--- config.mk ---
export PLATFORM = sky130hd
export DESIGN_NAME = uart_dma
export DESIGN_NICKNAME = d
export VERILOG_FILES = /design/src/rtl/uart_dma.sv
export SDC_FILE = /design/constraint.sdc
export NUM_CORES = 2
export LEC_CHECK = 0
export CAP_MARGIN = 40
export CORE_ASPECT_RATIO = 1.75
export CORE_MARGIN = 2
export CORE_UTILIZATION = 35
export DETAILED_ROUTE_END_ITERATION = 12
export GPL_ROUTABILITY_DRIVEN = 1
export GPL_TIMING_DRIVEN = 0
export PLACE_DENSITY_LB_ADDON = 0.12
export SLEW_MARGIN = 5
export SYNTH_ARGS = -nofsm -noshare
export SYNTH_HDL_FRONTEND = slang
export SYNTH_SLANG_ARGS = --single-unit
--- constraint.sdc ---
create_clock -name i_clk -period 6.9 [get_ports i_clk]
set_input_delay 0.69 -clock i_clk [delete_from_list [all_inputs] [get_ports i_clk]]
set_output_delay 0.69 -clock i_clk [all_outputs]
set_load 0.02 [all_outputs]
--- src/rtl/uart_dma.sv ---
// uart_dma: UART frame parser (rx) and DMA-to-UART byte FIFO with send FSM (tx).
// The rx and tx paths share only the clock and reset.
module uart_dma #(
  parameter int unsigned P_TX_FIFO_DEPTH = 256,   // power of two, >= 2
  parameter int unsigned P_RX_TIMEOUT    = 52_080
) (
  input  logic       i_clk,
  input  logic       i_rst,
  output logic [7:0] o_usr_tx_data,
  output logic       o_usr_tx_valid,
  input  logic       i_usr_tx_ready,
  input  logic [7:0] i_usr_rx_data,
  input  logic       i_usr_rx_valid,
  input  logic [7:0] i_uart_DMA_tdata,
  input  logic       i_uart_DMA_tlast,
  input  logic       i_uart_DMA_tvalid,
  output logic       o_uart_DMA_tready,
  output logic [7:0] o_uart_DMA_rlen,
  output logic [7:0] o_uart_DMA_rdata,
  output logic       o_uart_DMA_rlast,
  output logic       o_uart_DMA_rvalid
);

  localparam int unsigned AW = $clog2(P_TX_FIFO_DEPTH);
  localparam int unsigned CW = $clog2(P_TX_FIFO_DEPTH + 1);
  localparam int unsigned TW = $clog2(P_RX_TIMEOUT + 1);
  localparam logic [CW-1:0] DEPTH_C  = CW'(P_TX_FIFO_DEPTH);
  localparam logic [TW-1:0] TMO_LAST = TW'(P_RX_TIMEOUT - 1);
  localparam logic [7:0]    PREAMBLE = 8'h55;

  typedef enum logic [1:0] {RX_HEAD, RX_CMD, RX_LEN, RX_DATA} rx_state_e;
  typedef enum logic [1:0] {TX_IDLE, TX_READ, TX_SEND, TX_HOLD} tx_state_e;

  // ---------------------------------------------------------------- rx path
  rx_state_e       rx_state_q;
  logic [TW-1:0]   tmo_q;
  logic [7:0]      cnt_q;
  logic [7:0]      rlen_q;
  logic [7:0]      rdata_q;
  logic            rlast_q;
  logic            rvalid_q;

  // Frame parser: preamble, command (consumed, not used downstream), length, payload.
  always_ff @(posedge i_clk) begin
    if (i_rst) begin
      rx_state_q <= RX_HEAD;
      tmo_q      <= '0;
      cnt_q      <= '0;
      rlen_q     <= '0;
      rdata_q    <= '0;
      rlast_q    <= 1'b0;
      rvalid_q   <= 1'b0;
    end else begin
      rvalid_q <= 1'b0;
      rlast_q  <= 1'b0;
      if (rx_state_q == RX_HEAD) begin
        tmo_q <= '0;
        if (i_usr_rx_valid && (i_usr_rx_data == PREAMBLE)) begin
          rx_state_q <= RX_CMD;
        end
      end else if (i_usr_rx_valid) begin
        tmo_q <= '0;
        case (rx_state_q)
          RX_CMD: rx_state_q <= RX_LEN;
          RX_LEN: begin
            rlen_q     <= i_usr_rx_data;
            cnt_q      <= '0;
            rx_state_q <= (i_usr_rx_data == 8'd0) ? RX_HEAD : RX_DATA;
          end
          RX_DATA: begin
            rdata_q  <= i_usr_rx_data;
            rvalid_q <= 1'b1;
            if (8'(cnt_q + 8'd1) == rlen_q) begin
              rlast_q    <= 1'b1;
              rx_state_q <= RX_HEAD;
            end else begin
              cnt_q <= 8'(cnt_q + 8'd1);
            end
          end
          default: rx_state_q <= RX_HEAD;
        endcase
      end else if (tmo_q == TMO_LAST) begin
        // Inter-byte silence expired: abandon the partial frame quietly.
        tmo_q      <= '0;
        rx_state_q <= RX_HEAD;
      end else begin
        tmo_q <= TW'(tmo_q + TW'(1));
      end
    end
  end

  assign o_uart_DMA_rlen   = rlen_q;
  assign o_uart_DMA_rdata  = rdata_q;
  assign o_uart_DMA_rlast  = rlast_q;
  assign o_uart_DMA_rvalid = rvalid_q;

  // ---------------------------------------------------------------- tx path
  logic [7:0]    mem [P_TX_FIFO_DEPTH];
  logic [AW-1:0] wr_ptr_q;
  logic [AW-1:0] rd_ptr_q;
  logic [CW-1:0] count_q;
  logic [CW-1:0] count_d;
  logic          tready_q;
  logic          wr_en_c;
  logic          rd_en_c;
  tx_state_e     tx_state_q;
  logic [1:0]    hold_q;
  logic [7:0]    tx_data_q;
  logic          tx_valid_q;

  // Burst boundaries do not affect transmission order.
  logic unused_tlast;
  assign unused_tlast = i_uart_DMA_tlast;

  assign wr_en_c = i_uart_DMA_tvalid && tready_q;
  assign rd_en_c = (tx_state_q == TX_READ);

  // Occupancy after this cycle's write/pop.
  always_comb begin
    count_d = count_q;
    if (wr_en_c && !rd_en_c) begin
      count_d = CW'(count_q + CW'(1));
    end else if (!wr_en_c && rd_en_c) begin
      count_d = CW'(count_q - CW'(1));
    end
  end

  // FIFO storage; contents need no reset since pointers define validity.
  always_ff @(posedge i_clk) begin
    if (wr_en_c) begin
      mem[wr_ptr_q] <= i_uart_DMA_tdata;
    end
  end

  // FIFO pointers, occupancy and registered tready (low once full).
  always_ff @(posedge i_clk) begin
    if (i_rst) begin
      wr_ptr_q <= '0;
      rd_ptr_q <= '0;
      count_q  <= '0;
      tready_q <= 1'b0;
    end else begin
      if (wr_en_c) wr_ptr_q <= AW'(wr_ptr_q + AW'(1));
      if (rd_en_c) rd_ptr_q <= AW'(rd_ptr_q + AW'(1));
      count_q  <= count_d;
      tready_q <= (count_d != DEPTH_C);
    end
  end

  assign o_uart_DMA_tready = tready_q;

  // Send FSM: pop one byte, pulse valid once, then wait out the UART.
  always_ff @(posedge i_clk) begin
    if (i_rst) begin
      tx_state_q <= TX_IDLE;
      hold_q     <= '0;
      tx_data_q  <= '0;
      tx_valid_q <= 1'b0;
    end else begin
      tx_valid_q <= 1'b0;
      case (tx_state_q)
        TX_IDLE: begin
          if ((count_q != '0) && i_usr_tx_ready) begin
            tx_state_q <= TX_READ;
          end
        end
        TX_READ: begin
          tx_data_q  <= mem[rd_ptr_q];
          tx_valid_q <= 1'b1;
          tx_state_q <= TX_SEND;
        end
        TX_SEND: begin
          hold_q     <= '0;
          tx_state_q <= TX_HOLD;
        end
        TX_HOLD: begin
          // First two hold cycles ignore ready while the UART picks the byte up.
          if (hold_q != 2'd2) begin
            hold_q <= 2'(hold_q + 2'd1);
          end else if (i_usr_tx_ready) begin
            tx_state_q <= TX_IDLE;
          end
        end
        default: tx_state_q <= TX_IDLE;
      endcase
    end
  end

  assign o_usr_tx_data  = tx_data_q;
  assign o_usr_tx_valid = tx_valid_q;

endmodule

==> qor.yml <==
outcome:
  status: "finished, final reports clean"
timing:
  skew_ps: 53.9
  fmax_mhz: 168
  fin_crit_ps: 5940
  slew_violations: 0
  setup_viol: 0
  slew_headroom_pct: 22.9
  finalHoldViolCount: 0
  tightest_slew_ps: 1160
  holdWs_ps: 38.3
  grt_setup_unrepaired: "no"
  timing.final.crit_share_pct: 86.0
global_route:
  grt_overflow: 0
  busiest_layer: "met2"
  grt_pass1_vias: 48600
  grt_max_degree: 130
  grt_pass1_wl_um: 489000
  use_met1_pct: 33.9
  grt_use_total_pct: 31.1
  antenna_found_initial: 37
  grtUsageMet3_pct: 5.58
  grtUsageMet2_pct: 51.2
synthesis:
  synthTopCellsByArea: "edfxtp_1 74%, mux4_2 11%, mux2i_1 3.0%"
  syn_inst: 4317
  syn_area_um2: 83700
  synth_top_area_share_pct: 73.5
  async_flop_share_pct: 0
  syn-num-nets: 4359
  synth.avg_cell_area_um2: 19.4
  synthFlopType: "edfxtp_1"
  yosysWarningCount: 0
  ys_seq_elements: 2131
  yosys.area.top_type: "edfxtp_1"
  ys_seq_area_share_pct: 75.5
  synth_edf_count: 2048
  synthDistinctLibCells: 70
die:
  num_io_pins: 50
  fp.dieW_um: 374
  core_area_um2: 238000
  die_h_um: 651
  die_area_um2: 243000
  start_util_pct: 35.2
  rows: 237
clock_network:
  h-tree-depth: 4
  clk_latency_ps: 920
  ctsHoldBuffers: 0
  tritoncts.num_buffers: 197
  clockBufferDepth: 4
  postCtsResizedCells: 0
  clkTransAtPathRegs_ps: 80
  cts_tree: "built"
  cts_setup_buffers: 0
  clockRootBuffer: "clkbuf_16"
  clock-sinks: 2131
hold_path:
  whs_path_depth: 1
  min_path_type: "in2reg"
finish:
  regMostFlops: "mem"
  post-route-cell-area_um2: 98500
  top_regs: "mem: 2048 flops, tmo_q: 16 flops, count_q: 9 flops"
  fin_cells: 8189
  nets: 4951
  syn2layout_area_growth_pct: 17.7
  drive_gt1_share_pct: 24.8
  largest_reg_flops: 2048
  n_fill_cell: 21300
flow_run:
  drv_cap: 0
detailed_routing:
  drt_iter0_drc: 6784
  vias: 49700
  wl_per_cell_um: 46.6
  wirelength_um: 382000
  antenna_left: 0
  drc: 0
  vias_per_cell: 6.06
  drt_first_pass_iters: 6
power_and_ir_drop:
  worst_ir_drop_vdd_mv: 0.257
  p_seq_share_pct: 42.1
  p_comb_share_pct: 25.6
  p_int_mw: 23.0
  p_total_mw: 34.0
  swShare_pct: 32.2
  p_clk_share_pct: 32.3
  p_sw_mw: 10.9
  leakage_nw: 30.7
  power_density_nw_per_um2: 345
setup_path:
  cp-start-kind: "flop"
  critPathArrivalTime_ps: 6700
  critPathKind: "reg2reg"
  critPathCaptureType: "flop"
  crit_fanout: 11
  cp_data_required_time_ps: 7660
  worstRegToRegCells: 14
placed_design:
  dpl.hpwl_um: 273000
  dp.cells: 7810
  port_buffers: 47
  place_congestion: 0.974
  placed_cell_area_um2: 92200
cells by family (layout without fill, tap and decap cells):
group           Yosys count  after routing  share of synthesized area (%)
compound gates          449            449                           3.67
xor+xnor                 45             45                          0.504
fa+ha+maj                20             20                          0.299
buf+inv                 283           1016                           1.73
flops                  2131           2131                           75.5
mux                     689            689                           14.6
other cells               0             32                              0
simple gates            700            700                           3.69
synth_stat cells (6+ instances only):
| master | number |
|---|---|
| xnor2_1 | 23 |
| a221o_1 | 8 |
| nand2b_1 | 20 |
| nor3_1 | 42 |
| ha_1 | 20 |
| mux4_2 | 424 |
| buf_1 | 17 |
| buf_6 | 17 |
| clkbuf_1 | 138 |
| o21ai_0 | 44 |
| a211oi_1 | 34 |
| nor2_1 | 333 |
| dfxtp_1 | 83 |
| nand4_1 | 14 |
| o31ai_1 | 6 |
| or2_2 | 9 |
| nand3_1 | 54 |
| and3_1 | 12 |
| nor2b_1 | 29 |
| buf_4 | 39 |
| mux2i_1 | 247 |
| a21oi_1 | 123 |
| edfxtp_1 | 2048 |
| and2_1 | 9 |
| o22ai_1 | 25 |
| inv_1 | 17 |
| a221oi_1 | 30 |
| o211ai_1 | 8 |
| buf_2 | 50 |
| mux2_2 | 18 |
| o221ai_1 | 32 |
| xor2_1 | 20 |
| nand2_1 | 149 |
| a2111oi_0 | 7 |
| a31oi_1 | 18 |
| o311ai_0 | 7 |
| a22oi_1 | 64 |
| nor4_1 | 8 |
stage by stage:
stage | utilization [%] | TNS, ps | setup slack [ps]
floorplan | - | 0 | 4230
global placement | 37.0 | -6351240 | -3350
detailed placement | 38.8 | 0 | 1110
CTS | 41.3 | 0 | 1080
global route | 41.4 | 0 | 1240
finish | 41.4 | 0 | 963
power groups by stage:
stage / Clock (mW) / Combinational, mW / Sequential, mW
finish: 11.0 / 8.69 / 14.3
detailed placement: 0 / 8.56 / 14.6
global placement: 0 / 8.25 / 14.8
CTS: 11.0 / 8.57 / 14.3
global route: 11.4 / 8.58 / 14.3
floorplan: 0 / 3.86 / 14.6
path summary, 6_finish.rpt:
kind,start,endpoint,slack (ps)
setup / recovery,rd_ptr_q[1],o_usr_tx_data[0],960
hold / removal,i_uart_DMA_tdata[3],mem[119][3],40
setup reg to reg,rd_ptr_q[1],o_usr_tx_data[0],960
hold reg to reg,tmo_q[0],tmo_q[0],460
cell usage in the layout (no fill, tap or decap), types with 79 or more instances in the layout:
master	netlist	final
nor2_1	333	332
edfxtp_1	2048	2048
buf_4	39	218
nand2_1	149	149
mux4_2	424	424
buf_2	50	79
mux2i_1	247	247
a21oi_1	123	123
dfxtp_1	83	83
clkbuf_1	138	119
clkbuf_16	0	199
critical path, stage by stage (launching register included):
cell      delay (ps)
dfxtp_1          390
buf_2            510
buf_2            560
buf_12           250
buf_2            730
buf_2            500
buf_12           280
mux4_2           390
nor2_1           220
o22ai_1          370
a211oi_1         660
o311ai_1         300
buf_2            250
a32oi_1          200
o31ai_1           90
layer usage:
| metal | vias up | share of wire, % |
|---|---|---|
| li1 | 18800 | - |
| met1 | 26700 | 33 |
| met2 | 3065 | 48 |
| met3 | 1115 | 7.6 |
| met4 | 6 | 11 |
| met5 | - | 0.010 |
area by class of cell:
class,instances,area [µm²],share of cell area [%]
timing repair buffer,393,4630,4.70
tap,3107,3890,3.95
antenna,32,80.1,0.0813
inverter,18,67.6,0.0686
sequential,2131,63200,64.1
buffer,265,1470,1.49
multi-input combinational,1903,19100,19.4
clock inverter,91,866,0.879
clock buffer,249,5240,5.32
Power figures use the tool's default switching activity.
